File: src/rtl/ldm_stm_sequencer.sv
// ldm_stm_sequencer
//   Multi-cycle controller for ARM block transfers (LDM/STM). It walks the
//   16-bit register list one register per memory beat, in ascending register
//   order at ascending word addresses. It then performs the optional base
//   writeback and signals completion.
//
//   clk, rst      clock, asynchronous active-high reset
//   start         one-cycle request, honoured only when idle
//   code, base    instruction word (P U S W L Rn list) and the value of Rn
//   busy          high while an operation is in progress (through the done cycle)
//   mem_*         single-beat memory port, request held until mem_ack
//   rf_idx        register read (STM) / load target (LDM) of the current beat
//   rf_rdata      combinational register-file read of rf_idx
//   rf_we/waddr/wdata  register write port (load beats and base writeback)
//   user_bank     latched S bit for the whole operation
//   pc_load       pulses with done when an LDM loaded R15
//   done, err     completion pulse; err marks an mem_ack timeout abort
//   ACK_TIMEOUT   waiting cycles per beat before abort (0 = wait forever)
module ldm_stm_sequencer #(
    parameter int unsigned ACK_TIMEOUT = 256
) (
    input  logic        clk,
    input  logic        rst,
    input  logic        start,
    input  logic [31:0] code,
    input  logic [31:0] base,
    output logic        busy,
    output logic        mem_req,
    output logic [31:0] mem_addr,
    output logic        mem_we,
    output logic [31:0] mem_wdata,
    input  logic        mem_ack,
    input  logic [31:0] mem_rdata,
    output logic [3:0]  rf_idx,
    input  logic [31:0] rf_rdata,
    output logic        rf_we,
    output logic [3:0]  rf_waddr,
    output logic [31:0] rf_wdata,
    output logic        user_bank,
    output logic        pc_load,
    output logic        done,
    output logic        err
);

    typedef enum logic [2:0] {S_IDLE, S_CALC, S_XFER, S_WB, S_DONE} state_t;

    state_t      state_q, state_d;
    logic [24:0] code_q, code_d;      // condition/class bits are not needed
    logic [31:0] base_q, base_d;
    logic [15:0] list_q, list_d;      // registers still to transfer
    logic [31:0] addr_q, addr_d;
    logic [31:0] wb_val_q, wb_val_d;
    logic [31:0] wait_q, wait_d;      // waiting cycles of the current beat
    logic        abort_q, abort_d;
    logic        busy_q, busy_d;
    logic        mem_req_q, mem_req_d;
    logic        done_q, done_d;
    logic        err_q, err_d;
    logic        pc_load_q, pc_load_d;
    logic        user_bank_q, user_bank_d;

    logic [4:0]  n_regs;
    logic [31:0] four_n;
    logic [3:0]  low_idx;
    logic        load_we, wb_we;

    logic        unused_code;
    assign unused_code = ^code[31:25];

    always_comb begin
        n_regs = '0;
        for (int i = 0; i < 16; i++) begin
            n_regs = n_regs + {4'd0, list_q[i]};
        end
        four_n = {25'd0, n_regs, 2'b00};
        low_idx = '0;
        for (int i = 15; i >= 0; i--) begin
            if (list_q[i]) begin
                low_idx = i[3:0];
            end
        end
    end

    always_comb begin
        state_d  = state_q;
        code_d   = code_q;
        base_d   = base_q;
        list_d   = list_q;
        addr_d   = addr_q;
        wb_val_d = wb_val_q;
        wait_d   = wait_q;
        abort_d  = abort_q;
        case (state_q)
            S_IDLE: begin
                if (start) begin
                    code_d  = code[24:0];
                    base_d  = base;
                    list_d  = code[15:0];
                    abort_d = 1'b0;
                    state_d = S_CALC;
                end
            end
            S_CALC: begin
                // Every mode transfers the same ascending block; only its
                // lowest address depends on P/U.
                case (code_q[24:23])
                    2'b01:   addr_d = base_q;
                    2'b11:   addr_d = base_q + 32'd4;
                    2'b00:   addr_d = base_q - four_n + 32'd4;
                    default: addr_d = base_q - four_n;
                endcase
                wb_val_d = code_q[23] ? base_q + four_n : base_q - four_n;
                wait_d   = '0;
                state_d  = (n_regs == 5'd0) ? S_DONE : S_XFER;
            end
            S_XFER: begin
                if (mem_ack) begin
                    list_d = list_q & ~(16'd1 << low_idx);
                    addr_d = addr_q + 32'd4;
                    wait_d = '0;
                    if (list_d == 16'd0) begin
                        state_d = S_WB;
                    end
                end else if ((ACK_TIMEOUT != 0) && (wait_q == ACK_TIMEOUT - 32'd1)) begin
                    abort_d = 1'b1;
                    state_d = S_DONE;
                end else begin
                    wait_d = wait_q + 32'd1;
                end
            end
            S_WB:    state_d = S_DONE;
            S_DONE:  state_d = S_IDLE;
            default: state_d = S_IDLE;
        endcase

        // Registered outputs follow the state being entered.
        busy_d      = (state_d != S_IDLE);
        mem_req_d   = (state_d == S_XFER);
        done_d      = (state_d == S_DONE);
        err_d       = (state_d == S_DONE) && abort_d;
        pc_load_d   = (state_d == S_DONE) && !abort_d && code_d[20] && code_d[15];
        user_bank_d = (state_d != S_IDLE) && code_d[22];
    end

    always_ff @(posedge clk or posedge rst) begin
        if (rst) begin
            state_q     <= S_IDLE;
            code_q      <= '0;
            base_q      <= '0;
            list_q      <= '0;
            addr_q      <= '0;
            wb_val_q    <= '0;
            wait_q      <= '0;
            abort_q     <= 1'b0;
            busy_q      <= 1'b0;
            mem_req_q   <= 1'b0;
            done_q      <= 1'b0;
            err_q       <= 1'b0;
            pc_load_q   <= 1'b0;
            user_bank_q <= 1'b0;
        end else begin
            state_q     <= state_d;
            code_q      <= code_d;
            base_q      <= base_d;
            list_q      <= list_d;
            addr_q      <= addr_d;
            wb_val_q    <= wb_val_d;
            wait_q      <= wait_d;
            abort_q     <= abort_d;
            busy_q      <= busy_d;
            mem_req_q   <= mem_req_d;
            done_q      <= done_d;
            err_q       <= err_d;
            pc_load_q   <= pc_load_d;
            user_bank_q <= user_bank_d;
        end
    end

    // Load data and writeback strobes must land in the ack / WB cycle itself.
    // A loaded Rn takes precedence over the writeback value.
    assign load_we = (state_q == S_XFER) && mem_ack && code_q[20];
    assign wb_we   = (state_q == S_WB) && code_q[21] && !(code_q[20] && code_q[code_q[19:16]]);

    assign busy      = busy_q;
    assign mem_req   = mem_req_q;
    assign mem_addr  = mem_req_q ? addr_q : 32'd0;
    assign mem_we    = mem_req_q && !code_q[20];
    assign mem_wdata = mem_we ? rf_rdata : 32'd0;
    assign rf_idx    = (state_q == S_XFER) ? low_idx : 4'd0;
    assign rf_we     = load_we || wb_we;
    assign rf_waddr  = load_we ? low_idx : (wb_we ? code_q[19:16] : 4'd0);
    assign rf_wdata  = load_we ? mem_rdata : (wb_we ? wb_val_q : 32'd0);
    assign user_bank = user_bank_q;
    assign pc_load   = pc_load_q;
    assign done      = done_q;
    assign err       = err_q;

endmodule
File: config.mk
export PLATFORM = sky130hd
export DESIGN_NAME = ldm_stm_sequencer
export DESIGN_NICKNAME = d
export VERILOG_FILES = /design/src/rtl/ldm_stm_sequencer.sv
export SDC_FILE = /design/constraint.sdc
export NUM_CORES = 1
export LEC_CHECK = 0
export ABC_AREA = 0
export BUFFER_PORTS_ARGS = -buffer_cell sky130_fd_sc_hd__clkbuf_2
export CORE_MARGIN = 2
export CORE_UTILIZATION = 50
export DETAILED_ROUTE_END_ITERATION = 7
export GPL_ROUTABILITY_DRIVEN = 1
export PLACE_DENSITY = 0.77
export SETUP_SLACK_MARGIN = 0.5
export SKIP_CTS_REPAIR_TIMING = 1
export SLEW_MARGIN = 20
export SYNTH_ARGS = -nofsm -noshare
export SYNTH_HDL_FRONTEND = slang
export SYNTH_SLANG_ARGS = --single-unit
export TNS_END_PERCENT = 10
File: constraint.sdc
create_clock -name clk -period 6.1 [get_ports clk]
set_input_delay 1.22 -clock clk [delete_from_list [all_inputs] [get_ports clk]]
set_output_delay 1.22 -clock clk [all_outputs]
set_load 0.02 [all_outputs]
==> flow_metrics.tcl <==
set metrics [dict create \
    status "finished with violations" \
    violations "setup timing" \
    synth.cell_area_sq_mm 0.0131 \
    grt_usage 0.315 \
    core.rowCount 59 \
    wirelength_um 44700 \
    path_clk_slew_ps 80 \
    gp_congestion 0.987 \
    cts_made_buffers 17 \
    die_area_sq_mm 0.0275 \
    clock-root-buffer "clkbuf_16" \
    yosysWarnings 0 \
    path_class "flip-flop to flip-flop" \
    n_antenna_cell 0 \
    synth_nets 1826 \
    crit_arrival_ps 6880 \
    nFillCells 2315 \
    clock.fmax_mhz 154 \
    clk_latency_ps 440 \
    skew_ps 17.6 \
    final_area_sq_mm 0.0165 \
    synth_area_per_cell_sq_um 7.89 \
    clock_tree.htree_level_count 4 \
    final_common_cell "nand2_1" \
    ios 244 \
    top_layer_used "met4" \
    synth_edf_count 0 \
    die_y_um 166 \
    routedLengthMet1_um 18500 \
    met3_wirelength_um 3620 \
    grt_max_degree 180 \
    cts_tree "built" \
    overflow 0 \
    clock_path_buffers 2 \
    layout.nets 2123 \
    final_cell_mix "nand2_1 (296), clkbuf_2 (236), dfrtp_1 (179)" \
    start_util 0.505 \
    yosys_most_used_dff "dfrtp_1" \
    period_share 1.07 \
    dr.pass1.iters 5 \
    hold_violations 0 \
    drc 0 \
    final.setup.worst_slack_ps -414 \
    drive_above_1_share 0.266 \
    startpoint_type "flip-flop" \
    via_per_inst 5.94 \
    vias 13700 \
    wl_per_cell_um 19.4 \
    post-dp-hpwl_um 33300 \
    slowest_stage "fa_1" \
    die_w_um 166 \
    dpl_cell_area_sq_mm 0.0155 \
    critPathCaptureType "flip-flop" \
    maxSlewViolCount 0 \
    slowest_delay_ps 550 \
    reg2reg_slack_ps -410 \
    worst_slew_pin_slew_ps 1090 \
    required_ps 6470 \
    slew_headroom 0.274 \
    dr_wl_met2_um 21600 \
    first_global_vias 12800 \
    setup_violations 23 \
    drtIter0Drc 1482 \
    drv_cap 0 \
    core_sq_mm 0.0259 \
    fin_util 0.635 \
    hold_class "flip-flop to flip-flop" \
    numPortBuffers 236 \
    synthArstFlopShare 1.00 \
    grt_pass1_wl_um 69500 \
    rsz0062_at_grt "true" \
    area_growth_pct 25.7 \
    synth-seq-cells 179 \
    yosysSeqAreaShare 0.342 \
    antenna_found_initial 0 \
    crit_path_max_fanout 6 \
    synth_cells 1660 \
    ant_nets 0 \
    finalWorstPathRequiredPeriod_ps 6510 \
    path_buf_inv 8 \
    critPathTopFamily "adder cells" \
    netlist-cell-type-count 83 \
    clock_sinks 179 \
]
-- stage by stage --
step                      setup slack [ps]  hold WS, ps  setup TNS [ps]  std cells
after floorplan                      -98.4          434            -129       1660
after global placement                -353          450           -3390       2267
after detailed placement              -409          459           -5090       2267
after CTS                             -449          480           -6310       2299
after global routing                  -630          496          -12240       2305
final                                 -414          480           -4270       2305
-- path summary, 6_finish.rpt --
kind / startpoint / to / cells after the start
max in group asynchronous: rst / list_q[10] / 3
max reg2reg: list_q[15] / addr_q[29] / 26
max: list_q[15] / addr_q[29] / 26
min: addr_q[0] / addr_q[0] / 2
min in group asynchronous: rst / addr_q[25] / 3
min reg2reg: addr_q[0] / addr_q[0] / 2
-- sequential cells by signal, summed over array words and instances, names as in the netlist, 3 cells and up --
signal and flops:
base_q 32, list_q 16, state_q 3, code_q 25, wb_val_q 32, wait_q 32, addr_q 32
-- worst reg2reg max path, stage by stage (launching register included) --
cell	delay [ps]
dfrtp_1	410
fa_1	550
inv_2	50
fa_1	500
inv_2	40
fa_1	470
inv_1	50
fa_1	430
inv_1	70
ha_2	180
inv_2	40
fa_2	350
nor2b_1	130
o21a_2	190
inv_2	60
ha_4	160
or4_4	530
buf_4	190
buf_4	160
nor2_1	130
nand4_1	140
xnor2_2	240
o211a_1	240
nand4_4	150
or4_4	530
a221o_1	330
a31oi_1	130
-- per-layer routing --
layer	vias up	global-route usage
met3	66	0.0467
met2	674	0.518
met5	-	0
li1	6421	-
met1	6526	0.436
met4	0	0.0888
-- Yosys cell counts, drive strengths merged (21+ instances only) --
cell	count	area [sq um]
xor2	43	377
ha	22	275
inv	52	195
a22o	35	307
nand4	21	144
nand2	297	1110
o21ai	125	626
clkbuf	96	360
dfrtp	179	4480
and2	79	494
a21oi	90	450
nand3	57	290
nor4	28	211
xnor2	61	549
nor3	50	282
a31oi	24	150
nor2	126	475
and3	21	131
-- cell families (layout without fill, tap and decap cells) --
logic type,after synthesis,count (layout),synth area share
muxes,19,19,0.0204
and+or+nand+nor,761,761,0.286
adders and majority gates,34,34,0.0394
xor gates and xnor gates,104,104,0.0707
AOI/OAI and AO/OA,397,397,0.192
buffers and inverters,166,476,0.0498
DFF,179,179,0.342
-- cell type report --
class / count / area, sq um / share of cell area
Clock buffer: 17 / 425 / 0.0258
Clock inverter: 15 / 205 / 0.0125
Inverter: 53 / 203 / 0.0123
Multi-Input combinational cell: 1315 / 8340 / 0.507
Sequential cell: 179 / 4480 / 0.272
Tap cell: 335 / 419 / 0.0255
Timing Repair Buffer: 391 / 2390 / 0.145
Power is left out: the tool's default activity adds up to more than one toggle a clock period on the data nets, which glitch-free logic cannot reach.
